==> src/rtl/teclado_hex_escaner_pkg.sv <==
// Shared definitions for the 4x4 hex keypad scanner: debounce FSM states,
// the per-frame scan result (key code plus a "key seen" flag, where a clear
// flag means no key), and the row/column to hex-code keymap.
package teclado_hex_escaner_pkg;

    typedef enum logic [1:0] {
        INACTIVO    = 2'd0,
        CONFIRMANDO = 2'd1,
        PRESIONADA  = 2'd2,
        SOLTANDO    = 2'd3
    } estado_t;

    // A scan result with valida=0 is the "no key" result.
    typedef struct packed {
        logic       valida;
        logic [3:0] codigo;
    } resultado_t;

    localparam resultado_t RESULTADO_NINGUNA = '{valida: 1'b0, codigo: 4'h0};
    localparam logic [3:0] COLUMNAS_RESET    = 4'b1110;

    // Keypad legend, row-major:
    //   r0: 1 2 3 A | r1: 4 5 6 B | r2: 7 8 9 C | r3: E 0 F D
    function automatic logic [3:0] codigo_tecla(input logic [1:0] fila, input logic [1:0] col);
        logic [3:0] c;
        c = 4'h0;
        case ({fila, col})
            4'b00_00: c = 4'h1;
            4'b00_01: c = 4'h2;
            4'b00_10: c = 4'h3;
            4'b00_11: c = 4'hA;
            4'b01_00: c = 4'h4;
            4'b01_01: c = 4'h5;
            4'b01_10: c = 4'h6;
            4'b01_11: c = 4'hB;
            4'b10_00: c = 4'h7;
            4'b10_01: c = 4'h8;
            4'b10_10: c = 4'h9;
            4'b10_11: c = 4'hC;
            4'b11_00: c = 4'hE;
            4'b11_01: c = 4'h0;
            4'b11_10: c = 4'hF;
            4'b11_11: c = 4'hD;
        endcase
        return c;
    endfunction

    // Result of one column sample: the lowest-index active-low row wins.
    function automatic resultado_t primera_fila(input logic [3:0] filas_n, input logic [1:0] col);
        resultado_t r;
        r = RESULTADO_NINGUNA;
        for (int i = 3; i >= 0; i--) begin
            if (!filas_n[i]) begin
                r.valida = 1'b1;
                r.codigo = codigo_tecla(2'(i), col);
            end
        end
        return r;
    endfunction

endpackage

==> src/rtl/teclado_hex_escaner_sincronizador_2ff.sv <==
// Two-flop synchronizer for asynchronous inputs. Resets to all ones so that
// idle active-low keypad rows read as "no key" straight out of reset.
module sincronizador_2ff #(
    parameter int WIDTH = 4
) (
    input  logic             clk,
    input  logic             rst_n,
    input  logic [WIDTH-1:0] d,
    output logic [WIDTH-1:0] q
);

    logic [WIDTH-1:0] sinc_p0;
    logic [WIDTH-1:0] sinc_p1;

    // Two-stage metastability filter.
    always_ff @(posedge clk or negedge rst_n) begin
        if (!rst_n) begin
            sinc_p0 <= '1;
            sinc_p1 <= '1;
        end else begin
            sinc_p0 <= d;
            sinc_p1 <= sinc_p0;
        end
    end

    assign q = sinc_p1;

endmodule

==> src/rtl/teclado_hex_escaner.sv <==
// 4x4 hex keypad scanner with frame-based debounce. Drives one column low at
// a time for SCAN_DIV cycles, samples the synchronized rows on the last cycle
// of each column, reduces each 4-column frame to one key (or none), and runs
// a debounce FSM once per frame. Emits a one-cycle TeclaValida pulse with the
// new code on Tecla for each accepted press; no roll-over.
// Optional build macro TECLADO_OPERANDOS_EN adds X/Y/SelY operand registers
// that are loaded alternately from accepted keys.
module teclado_hex_escaner
    import teclado_hex_escaner_pkg::*;
#(
    parameter int SCAN_DIV        = 1000,
    parameter int DEBOUNCE_FRAMES = 4
) (
    input  logic       clk,
    input  logic       rst_n,
    input  logic [3:0] Filas,
    output logic [3:0] Columnas,
    output logic [3:0] Tecla,
    output logic       TeclaValida,
    output logic       TeclaPresionada
`ifdef TECLADO_OPERANDOS_EN
    ,
    output logic [3:0] X,
    output logic [3:0] Y,
    output logic       SelY
`endif
);

    localparam int DIV_W = (SCAN_DIV > 1) ? $clog2(SCAN_DIV) : 1;
    localparam int CNT_W = $clog2(DEBOUNCE_FRAMES + 1);
    localparam logic [DIV_W-1:0] DIV_FIN = DIV_W'(SCAN_DIV - 1);
    localparam logic [CNT_W-1:0] CNT_FIN = CNT_W'(DEBOUNCE_FRAMES);
    localparam logic [CNT_W-1:0] CNT_UNO = CNT_W'(1);

    logic [3:0]       filas_sinc;
    logic [DIV_W-1:0] div_q;
    logic [1:0]       col_idx;
    logic [3:0]       columnas_q;
    logic             fin_columna;
    logic             fin_trama;
    resultado_t       muestra;
    resultado_t       trama_q;
    resultado_t       resultado;

    estado_t          estado, estado_sig;
    logic [3:0]       cand, cand_sig;
    logic [CNT_W-1:0] cnt, cnt_sig;
    logic             aceptar;
    logic [3:0]       tecla_q;
    logic             valida_q;
    logic             presionada;

    // ---- stage: row synchronization ----
    sincronizador_2ff #(.WIDTH(4)) u_sinc_filas (
        .clk   (clk),
        .rst_n (rst_n),
        .d     (Filas),
        .q     (filas_sinc)
    );

    // ---- stage: column scan ----
    assign fin_columna = (div_q == DIV_FIN);
    assign fin_trama   = fin_columna && (col_idx == 2'd3);

    // Per-column divider and round-robin column drive.
    always_ff @(posedge clk or negedge rst_n) begin
        if (!rst_n) begin
            div_q      <= '0;
            col_idx    <= 2'd0;
            columnas_q <= COLUMNAS_RESET;
        end else if (fin_columna) begin
            div_q      <= '0;
            col_idx    <= col_idx + 2'd1;
            columnas_q <= ~(4'b0001 << (col_idx + 2'd1));
        end else begin
            div_q <= div_q + 1'b1;
        end
    end

    // ---- stage: frame capture ----
    assign muestra   = primera_fila(filas_sinc, col_idx);
    // The first column with a hit owns the frame; the column-3 sample only
    // counts when nothing earlier in the frame was seen.
    assign resultado = trama_q.valida ? trama_q : muestra;

    // Hold the first hit of the current frame; clear at frame end.
    always_ff @(posedge clk or negedge rst_n) begin
        if (!rst_n) begin
            trama_q <= RESULTADO_NINGUNA;
        end else if (fin_trama) begin
            trama_q <= RESULTADO_NINGUNA;
        end else if (fin_columna && !trama_q.valida) begin
            trama_q <= muestra;
        end
    end

    // ---- stage: debounce FSM ----
    // State register plus registered key code and accept pulse.
    always_ff @(posedge clk or negedge rst_n) begin
        if (!rst_n) begin
            estado   <= INACTIVO;
            cand     <= 4'h0;
            cnt      <= '0;
            tecla_q  <= 4'h0;
            valida_q <= 1'b0;
        end else begin
            estado   <= estado_sig;
            cand     <= cand_sig;
            cnt      <= cnt_sig;
            valida_q <= aceptar;
            if (aceptar) begin
                tecla_q <= cand_sig;
            end
        end
    end

    // Next-state logic, evaluated only on frame boundaries.
    always_comb begin
        estado_sig = estado;
        cand_sig   = cand;
        cnt_sig    = cnt;
        aceptar    = 1'b0;
        if (fin_trama) begin
            unique case (estado)
                INACTIVO: begin
                    if (resultado.valida) begin
                        cand_sig   = resultado.codigo;
                        cnt_sig    = CNT_UNO;
                        estado_sig = CONFIRMANDO;
                        if (cnt_sig == CNT_FIN) begin
                            aceptar    = 1'b1;
                            estado_sig = PRESIONADA;
                        end
                    end
                end
                CONFIRMANDO: begin
                    if (!resultado.valida) begin
                        estado_sig = INACTIVO;
                        cnt_sig    = '0;
                    end else begin
                        if (resultado.codigo == cand) begin
                            cnt_sig = cnt + 1'b1;
                        end else begin
                            cand_sig = resultado.codigo;
                            cnt_sig  = CNT_UNO;
                        end
                        if (cnt_sig == CNT_FIN) begin
                            aceptar    = 1'b1;
                            estado_sig = PRESIONADA;
                        end
                    end
                end
                PRESIONADA: begin
                    if (!resultado.valida) begin
                        cnt_sig    = CNT_UNO;
                        estado_sig = SOLTANDO;
                        if (cnt_sig == CNT_FIN) begin
                            cnt_sig    = '0;
                            estado_sig = INACTIVO;
                        end
                    end
                end
                SOLTANDO: begin
                    if (resultado.valida) begin
                        cnt_sig    = '0;
                        estado_sig = PRESIONADA;
                    end else begin
                        cnt_sig = cnt + 1'b1;
                        if (cnt_sig == CNT_FIN) begin
                            cnt_sig    = '0;
                            estado_sig = INACTIVO;
                        end
                    end
                end
            endcase
        end
    end

    // Held level: a key is considered down until the release is confirmed.
    always_comb begin
        presionada = 1'b0;
        if (estado == PRESIONADA || estado == SOLTANDO) begin
            presionada = 1'b1;
        end
    end

    assign Columnas        = columnas_q;
    assign Tecla           = tecla_q;
    assign TeclaValida     = valida_q;
    assign TeclaPresionada = presionada;

`ifdef TECLADO_OPERANDOS_EN
    logic [3:0] x_q;
    logic [3:0] y_q;
    logic       sel_y_q;

    // Alternate accepted keys between the X and Y operands.
    always_ff @(posedge clk or negedge rst_n) begin
        if (!rst_n) begin
            x_q     <= 4'h0;
            y_q     <= 4'h0;
            sel_y_q <= 1'b0;
        end else if (aceptar) begin
            if (!sel_y_q) begin
                x_q <= cand_sig;
            end else begin
                y_q <= cand_sig;
            end
            sel_y_q <= ~sel_y_q;
        end
    end

    assign X    = x_q;
    assign Y    = y_q;
    assign SelY = sel_y_q;
`endif

endmodule
==> config.mk <==
export PLATFORM = sky130hd
export DESIGN_NAME = teclado_hex_escaner
export DESIGN_NICKNAME = d
export VERILOG_FILES = /design/src/rtl/teclado_hex_escaner_pkg.sv /design/src/rtl/teclado_hex_escaner_sincronizador_2ff.sv /design/src/rtl/teclado_hex_escaner.sv
export SDC_FILE = /design/constraint.sdc
export NUM_CORES = 1
export LEC_CHECK = 0
export ABC_AREA = 1
export BUFFER_PORTS_ARGS = -buffer_cell sky130_fd_sc_hd__buf_2
export CORE_MARGIN = 3
export CORE_UTILIZATION = 25
export CTS_CLUSTER_SIZE = 14
export DETAILED_ROUTE_END_ITERATION = 7
export GPL_TIMING_DRIVEN = 0
export SLEW_MARGIN = 20
export SYNTH_ARGS = -nofsm -noshare
export SYNTH_HDL_FRONTEND = slang
export SYNTH_SLANG_ARGS = --single-unit
==> constraint.sdc <==
create_clock -name clk -period 2.6 [get_ports clk]
set_clock_uncertainty 0.15 [all_clocks]
set_input_delay 0.78 -clock clk [delete_from_list [all_inputs] [get_ports clk]]
set_output_delay 0.78 -clock clk [all_outputs]
set_load 0.01 [all_outputs]
* Word-level counts from Yosys, hierarchy flattened *
Cells that the tools add are included.

storage, ports and cells
  bits in registers = 43
  output and inout bits = 10
  latch bits = 0
  word-level logic and storage cells = 79
  input bits = 6
  RAM bits = 0
  memory bits (read-only) = 0
  memories kept = 0

cells by class
  mux-type cells = 39
  eq/ne operators = 14
  multiply operators = 0
  order comparisons = 0
  $add $sub $neg = 3
  div/mod/pow operators = 0
  bitwise gates (word level) = 1
  shift-type cells = 1
  reduce and logical (&&, ||, !) cells = 9

operators with widths
  kind                                                                count
  4-bit case mux with 4 select lines                                  4
  5-bit 2-to-1 mux                                                    7
  3-bit 2-to-1 mux                                                    9
  4-bit 2-to-1 mux                                                    4
  2-bit 2-to-1 mux                                                    6
  3-bit case mux with 4 select lines                                  1
  10-bit by 1-bit adder with 10-bit output (second input constant)    1
  10-bit == test (second input constant)                              1
  10-bit 2-to-1 mux                                                   1
  2-bit == test (second input constant)                               4
  2-bit case mux with 4 select lines                                  1
  4-bit case mux with 2 select lines                                  1
  3-bit == test (second input constant)                               2
  3-bit inequality test (second input constant)                       2
  1-bit 2-to-1 mux                                                    5
  5-bit AND reduction                                                 1
  2-bit by 1-bit == test with 1-bit output (second input constant)    2
  4-bit == test                                                       1
  2-bit zero test                                                     2
  2-bit inequality test (second input constant)                       2
  4-bit inverter                                                      1
  1-bit by 2-bit << shifter with 4-bit output (first input constant)  1
  3-bit by 1-bit adder with 3-bit output (second input constant)      1
  3-bit AND reduction                                                 1
  other kinds (5)                                                     6

* Logic depth before layout (Yosys ltp) *
Gate-level depths: netlist of run 1.

  depth after elaboration = 17
  depth in mapped cells = 17
  depth with buffers taken out = 17

* By module *
Synthesis of run 1 repeated with hierarchy kept, for this count alone.

unflattened totals
  cell total of the unflattened synthesis = 265
  area, all modules = 2,273.4 sq um

modules (own cells, without submodules)
  module               cells an instance  sequential area each (sq um)  times used  area an instance (sq um)
  teclado_hex_escaner  257                879.6                         1           2,063.2
  sincronizador_2ff    8                  210.2                         1           210.2

* Least setup slack after synthesis of run 1 *
OpenSTA, ideal clock, no wires.

  path type = flip-flop to flip-flop
  from = reg col_idx[0]
  to = reg tecla_q[0], in the netlist Tecla[0]
  path slack = 0.469 ns
  required time = 2.333 ns
  buffers on the path = 0
  arrival = 1.865 ns
  stages on the path, launching flop included = 17
  clock period less this slack = 2.131 ns
  setup time = 0.117 ns
  cell sequence = dfrtp_1 -> inv_1 -> ha_1 -> nor2_1 -> nand2_1 -> nand3_1 -> nand2_1 -> nand3_2 -> nand3_1 -> nand2_2 -> nand2_2 -> nor2_4 -> nand2_2 -> nor2_8 -> nand2_4 -> nand2_1 -> nand2_1

between the ends
  cells in the longest elaborated chain, start to end = 17
  elaborated cells between the ends (all ways) = 29
  classes of those cells = eq/ne (5); mux (22); reduce/logical (2)

ends and longest elaborated chain
  what                                         line                                                      RTL
  start, declared                              teclado_hex_escaner.sv:37                                 logic [1:0] col_idx;
  start signal, assigned                       teclado_hex_escaner.sv:73                                 col_idx <= col_idx + 2'd1;
  2-bit == test, or another cell as far along  teclado_hex_escaner_pkg.sv:27, teclado_hex_escaner.sv:63
  4-bit case mux with 4 select lines           teclado_hex_escaner_pkg.sv:27                             case ({fila, col})
  5-bit 2-to-1 mux (4 in series)               teclado_hex_escaner_pkg.sv:53                             if (!filas_n[i]) begin
  5-bit 2-to-1 mux                             teclado_hex_escaner.sv:84                                 assign resultado = trama_q.valida ? trama_q : muestra;
  4-bit == test                                teclado_hex_escaner.sv:141                                if (resultado.codigo == cand) begin
  3-bit 2-to-1 mux                             teclado_hex_escaner.sv:141
  3-bit 2-to-1 mux                             teclado_hex_escaner.sv:137                                if (!resultado.valida) begin
  3-bit 2-to-1 mux                             teclado_hex_escaner.sv:124                                unique case (estado)
  3-bit 2-to-1 mux                             teclado_hex_escaner.sv:123                                if (fin_trama) begin
  3-bit == test                                teclado_hex_escaner.sv:147                                if (cnt_sig == CNT_FIN) begin
  1-bit 2-to-1 mux                             teclado_hex_escaner.sv:147
  1-bit 2-to-1 mux                             teclado_hex_escaner.sv:137
  1-bit 2-to-1 mux                             teclado_hex_escaner.sv:124
  1-bit 2-to-1 mux                             teclado_hex_escaner.sv:123
  end signal, assigned                         teclado_hex_escaner.sv:112                                tecla_q <= cand_sig;
  end, declared                                teclado_hex_escaner.sv:49                                 logic [3:0] tecla_q;

Several ways; a longest one is shown, not always the timed one. The select of a mux whose other input is x is not followed.
A chain may end at the register's enable or synchronous reset.

* Final worst setup path of run 1 *
Ends and elaborated chain as after synthesis.

==> results of run 1 <==
## worst paths after layout
check                                    end  slack [ns]  cells past startpoint
setup reg to reg                    Tecla[0]        0.25                     16
setup / recovery                    Tecla[0]        0.25                     16
max in group asynchronous          async pin        1.24                      1
min in group asynchronous           div_q[4]        0.47                      1
hold / removal             u_sinc_filas.q[2]        0.21                      0
hold reg to reg            u_sinc_filas.q[2]        0.21                      0
## power breakdown
group,leakage [nW],switching [W],internal [W]
Sequential,0.548,0.00000504,0.000680
Combinational,0.693,0.0000350,0.0000132
Clock,0.0412,0.000231,0.000188
Total,1.28,0.000271,0.000881
## flip-flops by register name (all words and copies together) (netlist names), named ones only
register and flops:
col_idx 2, Tecla 4, cnt 3, estado 1, trama_q 5, cand 4
u_sinc_filas.q 4, Columnas 4, div_q 10, u_sinc_filas.sinc_p0 4, TeclaValida 1
## cell type report
| class | instances | area, µm² | area share (%) |
|---|---|---|---|
| Sequential cell | 43 | 1090 | 43.0 |
| Timing Repair Buffer | 17 | 90.1 | 3.56 |
| Buffer | 2 | 7.51 | 0.296 |
| Tap cell | 105 | 131 | 5.19 |
| Clock buffer | 6 | 72.6 | 2.86 |
| Inverter | 36 | 138 | 5.43 |
| Clock inverter | 2 | 12.5 | 0.494 |
| Multi-Input combinational cell | 183 | 992 | 39.2 |
## synth_stat cells (4+ instances only)
cell      n  area (µm²)
ha_1     10         125
inv_1    26        97.6
dfstp_2  11         289
o21ai_0  17        85.1
nor3_1    4        20.0
nand2_2   6        37.5
inv_2     8        30.0
a21oi_1  13        65.1
nor2_1   20        75.1
nand3_1  19        95.1
nand2_1  68         255
dfrtp_1  32         801
## cells by family (layout without fill, tap and decap cells)
group	Yosys count	in the layout
AND/OR/NAND/NOR	133	133
flip-flops	43	43
buffers and inverters	38	63
AO/OA/AOI/OAI	36	36
adder cells (fa/ha/maj)	10	10
XOR/XNOR	4	4
## metal layers
layer | GRT usage (%) | routed length [µm]
met1 | 12.1 | 2000
met2 | 13.5 | 1780
met3 | 2.43 | 151
met4 | 3.42 | 59
met5 | 0 | 0
## per-stage QoR
stage	utilization, %	hold WS, ns	setup WS, ns
floorplan	-	0.195	0.469
global placement	28.9	0.196	0.252
detailed placement	28.9	0.197	0.229
CTS	29.9	0.209	0.195
global route	30.1	0.212	0.00218
finish	30.1	0.208	0.247
## cell usage in the layout (no fill, tap or decap), drive strengths merged
| cell type | n |
|---|---|
| clkinv | 2 |
| xor2 | 3 |
| nor3 | 4 |
| clkinvlp | 1 |
| ha | 10 |
| dfstp | 11 |
| nand3 | 23 |
| a21oi | 13 |
| inv | 35 |
| clkbuf | 8 |
| nand2 | 75 |
| xnor2 | 1 |
| buf | 17 |
| o31ai | 1 |
| o21ai | 20 |
| dfrtp | 32 |
| or2 | 2 |
| nand3b | 1 |
| nor2 | 26 |
| a31oi | 2 |
| nand4 | 2 |
## repair_timing
action / 4_1_cts / 5_1_grt
setup buffers: 0 / 2
hold buffers: 0 / 0
gates resized for setup: 0 / 1
setup endpoints to repair: 0 / 7
==> impl_metrics.tcl, run 1 <==
set metrics [dict create \
    cts.path.max_buffers 2 \
    antenna_found_initial 0 \
    yosys_warnings 0 \
    grt_pass1_wl_um 7330 \
    syn_to_final_growth_pct 13.9 \
    critical_path_buf_inv_count 2 \
    cts_sinks 43 \
    fin_cells 394 \
    num_antenna_cells 0 \
    root_buffer "clkbuf_8" \
    yosysSeqAreaShare_pct 49.0 \
    grt-ovfl-total 0 \
    worstMarginPinSlew_ns 0.947 \
    syn_inst 264 \
    synthAdderAreaFrac_pct 5.62 \
    die_area_um2 10100 \
    num_rows 33 \
    place_congestion 0.858 \
    path_delay_family "simple AND/OR/NAND/NOR gates" \
    status "finished, final reports clean" \
    arrival_ns 2.40 \
    rsz0062_at_grt "no" \
    placed_area_um2 2430 \
    dr.pass1.iters 4 \
    synth_seq_cells 43 \
    vias 1684 \
    synth_simple_gate_area_share_pct 29.0 \
    rr_startpoint "col_idx[0]" \
    cts_tree "yes" \
    p_leak_nw 1.28 \
    dp_hpwl_um 2940 \
    finalHoldViolCount 0 \
    grt_max_degree 44 \
    wirelength_um 3990 \
    crit_start "col_idx[0]" \
    end_kind "flip-flop" \
    power.density_nw_per_um2 455 \
    ant_nets 0 \
    wire_per_inst_um 10.1 \
    fin_nets 304 \
    yosys.cell_types.count 29 \
    fmax_mhz 425 \
    period_needed_ns 2.35 \
    drt_iter0_markers 81 \
    crit_path_max_fanout 5 \
    critPathRequiredTime_ns 2.64 \
    synth_compound_area_share_pct 8.32 \
    dp_cells 384 \
    crit_top_cell "nand2_1" \
    worstPathCellList "buf_4 -> ha_1 -> o21ai_1 -> nand3_1 -> nand2_1 -> nand2_1 -> nand2_1 -> nand2_1 -> inv_2 -> nand3_2 -> nor2_4 -> nand2_2 -> nor2_8 -> nand2_4 -> nand2_1 -> nand2_1" \
    grt_pass1_vias 1653 \
    max-slew-margin-rel_pct 36.9 \
    fin_area_um2 2530 \
    hold_path_class "flip-flop to flip-flop" \
    crit_path_top_delay_cell "dfrtp_1" \
    min_from "u_sinc_filas.sinc_p0[2]" \
    syn-num-nets 280 \
    synth.cell_area_um2 2220 \
    power_w 0.00115 \
    vdd_drop_max_mv 0.188 \
    crit_type "flip-flop to flip-flop" \
    track_usage_pct 8.92 \
    dieWidth_um 100 \
    h-tree-depth 2 \
    cap_violations 0 \
    initial_core_util_pct 26.4 \
    nFillCells 906 \
    drive_gt1_share_pct 21.5 \
    setup_viol 0 \
    fin_tns_setup_ns 0 \
    start_kind "flip-flop" \
    clk_latency_ns 0.30 \
    viasPerCell 4.27 \
    portBuffers 15 \
    drv_slew 0 \
    synthMuxAreaShare_pct 0 \
    core_area_um2 8420 \
    die_y_um 100 \
    drc 0 \
    syn_area_per_cell_um2 8.43 \
    synth_xor_xnor_area_share_pct 1.57 \
    synth_top_family_by_area "simple AND/OR/NAND/NOR gates" \
    async_flop_share_pct 100 \
    max_stage_delay_ns 0.38 \
    clkTransAtPathRegs_ns 0.08 \
    io_pins 16 \
    synth_edf_count 0 \
    cts_made_buffers 5 \
    period_share_pct 90.5 \
    ys.flop_type "dfrtp_1" \
]
No activity file was read; power rests on OpenSTA's default activity.
==> run 2: changes to the inputs <==
--- a/config.mk
+++ b/config.mk
@@ -12,6 +12,7 @@
 export CTS_CLUSTER_SIZE = 14
 export DETAILED_ROUTE_END_ITERATION = 7
 export GPL_TIMING_DRIVEN = 0
+export PLACE_DENSITY = 0.5
 export SLEW_MARGIN = 20
 export SYNTH_ARGS = -nofsm -noshare
 export SYNTH_HDL_FRONTEND = slang
==> impl_metrics.tcl, run 2 (synthesis gave the netlist of run 1 again) <==
set metrics [dict create \
    status "finished, final reports clean" \
    final_common_cell "nand2_1" \
    path_delay_family "simple AND/OR/NAND/NOR gates" \
    rsz0062_at_grt "no" \
    crit_path_top_delay_cell "dfrtp_2" \
    initial_core_util_pct 26.4 \
    grt_max_degree 44 \
    drive_gt1_share_pct 21.5 \
    fin_nets 303 \
    critical_path_buf_inv_count 1 \
    clk_latency_ns 0.30 \
    p_leak_nw 1.28 \
    drt_iter0_markers 76 \
    portBuffers 15 \
    h-tree-depth 2 \
    grt_pass1_vias 1613 \
    power.density_nw_per_um2 454 \
    worstPathCellList "inv_1 -> ha_2 -> nor2_1 -> nand2_1 -> nand3_1 -> nand2_1 -> nand3_2 -> nand2_2 -> nand2_2 -> nand2_2 -> nand2_2 -> nor2_4 -> nand2_2 -> nor2_8 -> nand2_4 -> nand2_1 -> nand2_1" \
    io_pins 16 \
    worstMarginPinSlew_ns 0.548 \
    period_share_pct 91.3 \
    antenna_found_initial 0 \
    r2r_slack_ns 0.23 \
    arrival_ns 2.42 \
    fin_tns_setup_ns 0 \
    end_kind "flip-flop" \
    whs_path_depth 0 \
    max-slew-margin-rel_pct 63.5 \
    reg2reg_depth 17 \
    largest_reg_flops 10 \
    reg_top3 "div_q (10), trama_q (5)" \
    drc 0 \
    dp_hpwl_um 3070 \
    top_register "div_q" \
    cts_sinks 43 \
    critPathRequiredTime_ns 2.65 \
    cap_violations 0 \
    track_usage_pct 9.21 \
    wire_per_inst_um 10.5 \
    fmax_mhz 421 \
    syn_to_final_growth_pct 13.7 \
    final_cell_mix "nand2_1 (68), dfrtp_1 (31), inv_1 (26)" \
    num_antenna_cells 0 \
    root_buffer "clkbuf_8" \
    grt-ovfl-total 0 \
    nFillCells 910 \
    num_rows 33 \
    viasPerCell 4.23 \
    fin_area_um2 2530 \
    finalHoldViolCount 0 \
    setup_viol 0 \
    cts.path.max_buffers 2 \
    max_stage_delay_ns 0.44 \
    whs_endpoint "u_sinc_filas.q[2]" \
    rr_startpoint "col_idx[0]" \
    vias 1661 \
    period_needed_ns 2.37 \
    dieWidth_um 100 \
    place_congestion 0.829 \
    crit_path_max_fanout 5 \
    drv_slew 0 \
    cts_tree "yes" \
    min_from "u_sinc_filas.sinc_p0[2]" \
    hold_path_class "flip-flop to flip-flop" \
    crit_top_cell "nand2_2" \
    placed_area_um2 2430 \
    cts_hold_buf 0 \
    crit_type "flip-flop to flip-flop" \
    dr.pass1.iters 4 \
    die_y_um 100 \
    clkTransAtPathRegs_ns 0.08 \
    start_kind "flip-flop" \
    grt_pass1_wl_um 7410 \
    die_area_um2 10100 \
    wirelength_um 4120 \
    cts_made_buffers 5 \
    core_area_um2 8420 \
    vdd_drop_max_mv 0.190 \
    ant_nets 0 \
    timing.rr.end "Tecla[1]" \
]
run 2: worst max path at each step:
stage | from | end | slack (ns) | cells after the start
after floorplan | col_idx[0] | Tecla[0] | 0.47 | 16
final | col_idx[0] | Tecla[1] | 0.23 | 17
after CTS | col_idx[0] | Tecla[1] | 0.19 | 16
after global placement | col_idx[0] | Tecla[2] | 0.21 | 17
after global routing | col_idx[0] | Tecla[1] | 0.004 | 17
after detailed placement | col_idx[0] | Tecla[1] | 0.20 | 16
run 2: worst reg2reg max path: cells and delay by family (launching register included):
family | cells | cell delay (ns)
flops | 1 | 0.44
buf+inv | 1 | 0.17
fa+ha+maj | 1 | 0.25
simple gates | 15 | 1.25
run 2: what timing repair did:
item | CTS | global route
gates resized for setup | 0 | 3
hold endpoints to repair | 0 | 0
buffers inserted | 0 | 1
endpoints found under the setup margin | 0 | 6
run 2: final cells by class:
type	count	area, µm²	share of cell area, %
Clock inverter	1	5.00	0.198
Clock buffer	7	76.3	3.02
Multi-Input combinational cell	183	995	39.3
Inverter	36	138	5.44
Timing Repair Buffer	16	85.1	3.36
Sequential cell	43	1090	43.1
Tap cell	105	131	5.20
Buffer	2	7.51	0.297
run 2: power breakdown:
| group | internal [W] | total [W] | switching, W |
|---|---|---|---|
| Combinational | 0.0000137 | 0.0000486 | 0.0000349 |
| Clock | 0.000189 | 0.000415 | 0.000226 |
| Sequential | 0.000680 | 0.000685 | 0.00000505 |
| Total | 0.000883 | 0.00115 | 0.000266 |
run 2: routing by layer:
layer,track usage [%],routed length [µm],up-vias
li1,-,-,883
met1,12.1,2030,748
met2,14.8,1870,25
met3,1.88,142,5
met4,3.73,79,0
met5,0,0,-
run 2: metrics by stage:
step,setup WS (ns),cells,utilization (%),total power (W),hold slack [ns]
floorplan,0.469,264,-,0.000723,0.195
global placement,0.206,384,28.9,0.000747,0.196
detailed placement,0.199,384,28.9,0.000748,0.197
CTS,0.187,392,29.8,0.00117,0.209
global route,0.00405,393,30.0,0.00121,0.212
finish,0.227,393,30.0,0.00115,0.208
